## config.mk

```make
export PLATFORM = sky130hd
export DESIGN_NAME = uart_tx_core
export DESIGN_NICKNAME = d
export VERILOG_FILES = /design/src/rtl/uart_pkg.sv /design/src/rtl/uart_tx_baud_div.sv /design/src/rtl/uart_tx_core.sv
export SDC_FILE = /design/constraint.sdc
export NUM_CORES = 1
export LEC_CHECK = 0
export ABC_AREA = 1
export ABC_CLOCK_PERIOD_IN_PS = 4900
export BUFFER_PORTS_ARGS = -buffer_cell sky130_fd_sc_hd__buf_2
export CAP_MARGIN = 20
export CELL_PAD_IN_SITES_DETAIL_PLACEMENT = 0
export CELL_PAD_IN_SITES_GLOBAL_PLACEMENT = 2
export CORE_AREA = 2 2 71 73
export DETAILED_ROUTE_END_ITERATION = 12
export DIE_AREA = 0 0 73 75
export PLACE_DENSITY_LB_ADDON = 0.25
export REMOVE_ABC_BUFFERS = 1
export SYNTH_ARGS = -nofsm -noshare
export SYNTH_HDL_FRONTEND = slang
export SYNTH_HIERARCHICAL = 1
export SYNTH_SLANG_ARGS = --single-unit
```

## constraint.sdc

```tcl
create_clock -name clock -period 4.9 [get_ports clock]
set_input_delay 0.245 -clock clock [delete_from_list [all_inputs] [get_ports clock]]
set_output_delay 0.245 -clock clock [all_outputs]
set_load 0.02 [all_outputs]
```

## src/rtl/uart_pkg.sv

```systemverilog
// Shared UART definitions: TX state encoding, baud divisor helper and parity modes.
// The TX PARITY state exists only when UART_TX_PARITY_EN is defined.
package uart_pkg;

  localparam int unsigned PAR_EVEN = 0;
  localparam int unsigned PAR_ODD  = 1;

  typedef enum logic [2:0] {
    TX_IDLE,
    TX_START,
    TX_DATA,
`ifdef UART_TX_PARITY_EN
    TX_PARITY,
`endif
    TX_STOP
  } tx_state_t;

  // Divisor rounded to the nearest integer clock count per bit.
  function automatic int unsigned calc_divisor(input int unsigned clk, input int unsigned baud);
    return (clk + baud / 2) / baud;
  endfunction

endpackage

```

## src/rtl/uart_tx_baud_div.sv

```systemverilog
// 1x baud divider for the TX engine; counts 0..DIVISOR-1 while enabled and
// pulses bit_tick on the last count. Restart or disable holds the count at 0.
module uart_tx_baud_div #(
  parameter int unsigned DIVISOR = 10
) (
  input  logic clock,
  input  logic reset,
  input  logic restart,
  input  logic enable,
  output logic bit_tick
);

  localparam int unsigned CW = (DIVISOR < 2) ? 1 : $clog2(DIVISOR);

  if (DIVISOR < 2) begin : g_bad_divisor
    $error("uart_tx_baud_div: DIVISOR must be at least 2");
  end

  logic [CW-1:0] count;

  assign bit_tick = enable && (count == CW'(DIVISOR - 1));

  always_ff @(posedge clock or posedge reset) begin
    if (reset) begin
      count <= '0;
    end else if (restart || !enable) begin
      count <= '0;
    end else if (bit_tick) begin
      count <= '0;
    end else begin
      count <= count + 1'b1;
    end
  end

endmodule

```

## src/rtl/uart_tx_core.sv

```systemverilog
// UART transmit engine: start bit, DATA_BITS LSB first, optional parity, STOP_BITS stop bits.
// Define UART_TX_PARITY_EN to add a parity bit (even/odd per PARITY_ODD).
module uart_tx_core
  import uart_pkg::*;
#(
  parameter int unsigned SYS_CLK_FREQ = 50_000_000,
  parameter int unsigned BAUD_RATE    = 9600,
  parameter int unsigned DATA_BITS    = 8,
  parameter int unsigned STOP_BITS    = 1,
  parameter int unsigned PARITY_ODD   = 0
) (
  input  logic                 clock,
  input  logic                 reset,
  input  logic [DATA_BITS-1:0] tx_data,
  input  logic                 tx_valid,
  output logic                 tx_ready,
  output logic                 tx,
  output logic                 tx_busy,
  output logic                 bit_tick
);

  localparam int unsigned DIVISOR = calc_divisor(SYS_CLK_FREQ, BAUD_RATE);
  localparam int unsigned IDX_W   = $clog2(DATA_BITS);

  if (DATA_BITS < 5 || DATA_BITS > 9) begin : g_bad_data_bits
    $error("uart_tx_core: DATA_BITS must be 5..9");
  end
  if (STOP_BITS < 1 || STOP_BITS > 2) begin : g_bad_stop_bits
    $error("uart_tx_core: STOP_BITS must be 1 or 2");
  end
  if (PARITY_ODD != PAR_EVEN && PARITY_ODD != PAR_ODD) begin : g_bad_parity
    $error("uart_tx_core: PARITY_ODD must be 0 or 1");
  end

  tx_state_t            state, state_next;
  logic [DATA_BITS-1:0] shift_q, shift_next;
  logic [IDX_W-1:0]     idx_q, idx_next;
  logic                 stop_q, stop_next;
  logic                 tx_next;
  logic                 accept;
`ifdef UART_TX_PARITY_EN
  logic                 par_q, par_next;
`endif

  assign tx_ready = (state == TX_IDLE);
  assign tx_busy  = (state != TX_IDLE);
  assign accept   = tx_valid && tx_ready;

  uart_tx_baud_div #(
    .DIVISOR(DIVISOR)
  ) u_baud_div (
    .clock   (clock),
    .reset   (reset),
    .restart (accept),
    .enable  (tx_busy),
    .bit_tick(bit_tick)
  );

  always_ff @(posedge clock or posedge reset) begin
    if (reset) begin
      state   <= TX_IDLE;
      tx      <= 1'b1;
      shift_q <= '0;
      idx_q   <= '0;
      stop_q  <= 1'b0;
`ifdef UART_TX_PARITY_EN
      par_q   <= 1'b0;
`endif
    end else begin
      state   <= state_next;
      tx      <= tx_next;
      shift_q <= shift_next;
      idx_q   <= idx_next;
      stop_q  <= stop_next;
`ifdef UART_TX_PARITY_EN
      par_q   <= par_next;
`endif
    end
  end

  // tx is precomputed here so the line level flips on the same edge as the state.
  always_comb begin
    state_next = state;
    tx_next    = tx;
    shift_next = shift_q;
    idx_next   = idx_q;
    stop_next  = stop_q;
`ifdef UART_TX_PARITY_EN
    par_next   = par_q;
`endif
    case (state)
      TX_IDLE: begin
        tx_next = 1'b1;
        if (accept) begin
          state_next = TX_START;
          tx_next    = 1'b0;
          shift_next = tx_data;
          idx_next   = '0;
          stop_next  = 1'b0;
`ifdef UART_TX_PARITY_EN
          par_next   = (PARITY_ODD == PAR_ODD) ? ~^tx_data : ^tx_data;
`endif
        end
      end
      TX_START: begin
        if (bit_tick) begin
          state_next = TX_DATA;
          tx_next    = shift_q[0];
        end
      end
      TX_DATA: begin
        if (bit_tick) begin
          shift_next = shift_q >> 1;
          if (idx_q == IDX_W'(DATA_BITS - 1)) begin
            stop_next = 1'b0;
`ifdef UART_TX_PARITY_EN
            state_next = TX_PARITY;
            tx_next    = par_q;
`else
            state_next = TX_STOP;
            tx_next    = 1'b1;
`endif
          end else begin
            idx_next = idx_q + 1'b1;
            tx_next  = shift_next[0];
          end
        end
      end
`ifdef UART_TX_PARITY_EN
      TX_PARITY: begin
        if (bit_tick) begin
          state_next = TX_STOP;
          tx_next    = 1'b1;
        end
      end
`endif
      TX_STOP: begin
        tx_next = 1'b1;
        if (bit_tick) begin
          if (stop_q == 1'(STOP_BITS - 1)) begin
            state_next = TX_IDLE;
          end else begin
            stop_next = stop_q + 1'b1;
          end
        end
      end
      default: begin
        state_next = TX_IDLE;
        tx_next    = 1'b1;
      end
    endcase
  end

endmodule

```

==> results summary <==
The wire length of the first global-routing pass is 6.02 mm. In this run the mean area of a mapped cell was 7.14 µm². The layout-stage area growth over the synthesis result came out at 11.1%. The die height is 75 µm. The routed wire length per instance came out at 12.0 µm.

Once detailed placement completed, the half-perimeter wirelength came to 2.59 mm. The sort of element at the start of the critical path is a flip-flop. Summing all non-filler instances in the final layout gives an area of 1750 µm². The number of filler instances in the final layout came out at 516. The final clock period utilization by the worst path came out at 43.7%. The count of synthesis-stage warnings from yosys came out at 6. The total CTS buffers is 3. Buffers inserted to repair hold after CTS numbered 0. The final number of hold-violating endpoints came out at 13. Setup total negative slack on the finished layout was measured at 0 ns. The highest ir drop seen on vdd came out at 0.152 mV. The area occupied by registers is 677 µm². Setup repair after global routing left no endpoint under its margin.

In this run the static leakage power is 0.933 nW. The standard cell area after detailed placement is 1710 µm². Sequential elements use 42.9% of the synthesized area. The number of cells on the worst reg-to-reg path came out at 11.

Across the routed clock network, the largest skew measured is 0.00704 ns. Across all register-to-register paths, the minimum setup slack is 2.76 ns. The initial utilization of the core area, before any placement, comes to 33.9%. The DRC violation count after routing is 0.

The clock latency on the worst-skew pair is 0.28 ns. The worst pin sits at a relative slew slack of 61.2%. The critical path's largest stage delay came out at 0.41 ns. Using the TritonRoute via totals, the vias-per-cell ratio works out to 4.57. The via count of the routed design came out at 1,333. The total core area came out at 4660 µm². The max-slew violation count is 0. The most repeated library cell on the critical path is sky130_fd_sc_hd__inv_1. The cell taking the most area after synthesis is sky130_fd_sc_hd__dfrtp_1.

The antenna violation net count after detailed routing is 0. Routability-driven placement finished with a final weighted congestion of 0.765. The row count came out at 25. STA puts the critical path data required time at 4.66 ns.

The maximum clock path buffer count came out at 2. The share of synthesized area in the top cell type comes to 41.2%. The repair_antennas step left the layout with diodes totalling 0.

The number of DRC markers in iteration 0 came out at 42. Yosys instantiated no cell more often than sky130_fd_sc_hd__nand2_1. For the pin with the worst max-slew slack, the measured transition is 0.582 ns. In this run the number of H-tree levels came out at 1.

Counting I/O delays and the setup requirement, the final critical path takes 2.14 ns. The number of failing setup endpoints in the final timing report is 0. Counting both buffers and inverters, the worst setup path holds a total of 3. The synthesized area came out at 1580 µm².

The total power is 0.831 mW. The clock tree from TritonCTS is done. The via count of the first global-routing pass came out at 1,332. In this run the critical register-to-register path is captured at shift_q[3].

The max-capacitance violation count came out at 0. The final reports fail on negative hold slack. The critical path is of the flip-flop to primary output type. The total power per unit cell area came out at 474 nW/µm². The data arrival at the endpoint of the critical path came out at 1.90 ns. In this run, synthesis produced a sequential element count of 27. The multi-input combinational cells in the finished layout cover a total of 785 µm². The die is 73 µm wide.

The cell sitting at the root of the clock tree is a sky130_fd_sc_hd__clkbuf_8. Global routing finished with a remaining overflow of 0. The flow ran to the end, but the final reports show violations. The most common flop cell mapped by yosys is sky130_fd_sc_hd__dfrtp_1. Synthesis handed over a netlist of 221 instances. By count the netlist is led by 87 x sky130_fd_sc_hd__nand2_1, 28 x sky130_fd_sc_hd__nor2_1, 26 x sky130_fd_sc_hd__dfrtp_1.

The number of different library cells used by synthesis comes to 23. For this block, the routed nets add up to 3.51 mm of wire. The type of destination of the critical path is a primary output. The largest individual stage delay along the critical path comes from the cell sky130_fd_sc_hd__dfrtp_1. The number of enable flip-flop cells after synthesis is 0.

The post-CTS setup buffer count came out at 0. The tree built by TritonCTS fans out to 27 sinks. The port buffer count came out at 14. The first-pass iteration count of the detailed router is 4. The maximum fanout count along the critical path is 6.

The initial antenna violation count is 0. The quantity of gates resized following cts is 0. Counting flops with an async set or reset pin after synthesis yields a share of 100%. The pin count of the biggest net entering global routing is 16.

The global routing usage summed across all routing layers came out at 14.4%. The top achievable clock speed is 0.467 GHz. The die covers 5480 µm². The tightest min-delay check is of the input pin to asynchronous set/reset pin type. The clock transition at the register clock pins on the worst setup and hold paths after CTS is 0.10 ns. The launch point of the worst reg-to-reg path is state[0]. The fraction of layout cells with a size suffix above 1 is 13.9%. The total I/O pin count is 15. Traced cell by cell, the critical path runs through inv_1, ha_1, inv_1, nand3_1, nor4_1, buf_2.

The tightest hold path in the finished design has a slack of -0.00664 ns. In the final design database the tool counted 257 nets. The cell family contributing the most delay on the critical path is buffers and inverters.

By area the synthesized netlist is led by sky130_fd_sc_hd__dfrtp_1 41%, sky130_fd_sc_hd__nand2_1 21%, sky130_fd_sc_hd__nor2_1 6.7%.
[cell usage in the layout, fill, tap and decap left out]
master,synthesis,final
sky130_fd_sc_hd__nand2_2,4,4
sky130_fd_sc_hd__nor3_1,1,1
sky130_fd_sc_hd__nor2_2,3,3
sky130_fd_sc_hd__xor2_1,4,4
sky130_fd_sc_hd__nand3_2,1,1
sky130_fd_sc_hd__xnor2_1,1,1
sky130_fd_sc_hd__dfrtp_1,26,26
sky130_fd_sc_hd__clkbuf_8,0,3
sky130_fd_sc_hd__nor4_1,1,1
sky130_fd_sc_hd__ha_1,7,7
sky130_fd_sc_hd__o21ai_0,1,1
sky130_fd_sc_hd__nor3b_1,1,1
sky130_fd_sc_hd__dfstp_2,1,1
sky130_fd_sc_hd__inv_1,24,24
sky130_fd_sc_hd__buf_2,0,14
sky130_fd_sc_hd__nand3_1,14,14
sky130_fd_sc_hd__nand2_4,1,1
sky130_fd_sc_hd__clkbuf_1,0,1
sky130_fd_sc_hd__nand4_1,5,5
sky130_fd_sc_hd__nand2_1,87,87
sky130_fd_sc_hd__a21oi_1,3,3
sky130_fd_sc_hd__nor2_4,1,1
sky130_fd_sc_hd__nor2_1,28,28
sky130_fd_sc_hd__o21ai_1,1,1
sky130_fd_sc_hd__inv_2,5,5
[through the flow]
step,setup WS (ns),util (%),instances,hold slack [ns]
final,2.76,37.6,292,-0.00664
after global routing,2.43,37.6,292,0.0483
after CTS,2.74,37.6,292,0.0217
after detailed placement,2.78,36.6,288,0.330
after global placement,2.89,36.6,288,0.328
after floorplan,2.31,-,220,0.122
[worst max path at each step]
stage,from,endpoint,slack [ns],depth (start not counted)
floorplan,state[0],idx_q[0],2.31,10
global placement,state[0],shift_q[1],2.89,11
detailed placement,state[0],shift_q[3],2.78,11
CTS,state[0],bit_tick,2.74,6
global route,state[0],shift_q[5],2.43,11
finish,state[0],bit_tick,2.76,6
[report_power, final]
group          internal, mW  switching (mW)  leakage (nW)
sequential            0.286          0.0379         0.356
clock                0.0584          0.0740        0.0228
combinational         0.116           0.258         0.555
total                 0.461           0.369         0.933
[registers in the layout, summed over array words and instances, names as in the netlist]
register / cells
idx_q: 3
shift_q: 8
u_baud_div/count: 13
state: 2
tx: 1
[cell families after synthesis]
group / count (synthesis) / synth area share (%)
compound gates: 5 / 1.59
xor+xnor: 5 / 2.78
fa+ha+maj: 7 / 5.55
buf+inv: 30 / 7.38
flops: 27 / 42.9
simple gates: 147 / 39.8
[layout make-up]
cell class	count	area share (%)
Multi-Input combinational cell	164	44.8
Sequential cell	27	38.6
Inverter	29	6.21
Timing Repair Buffer	14	4.00
Tap cell	54	3.85
Clock buffer	4	2.57
[routing by layer]
layer  track usage (%)  share of wire [%]  vias to the layer above
li1                  -                  -                      711
met1              21.1                 54                      605
met2              21.8                 43                       15
met3              2.01                2.0                        2
met4              4.94               0.77                        0
met5                 0                  0                        -
[worst register-to-register path, delay by kind of cell, from the launching register on]
family | cells | cell delay [ns]
AND/OR/NAND/NOR | 6 | 0.92
adder cells (fa/ha/maj) | 1 | 0.23
buffers and inverters | 4 | 0.51
flip-flops | 1 | 0.41
Note: power is estimated with default switching activity, not from simulation.
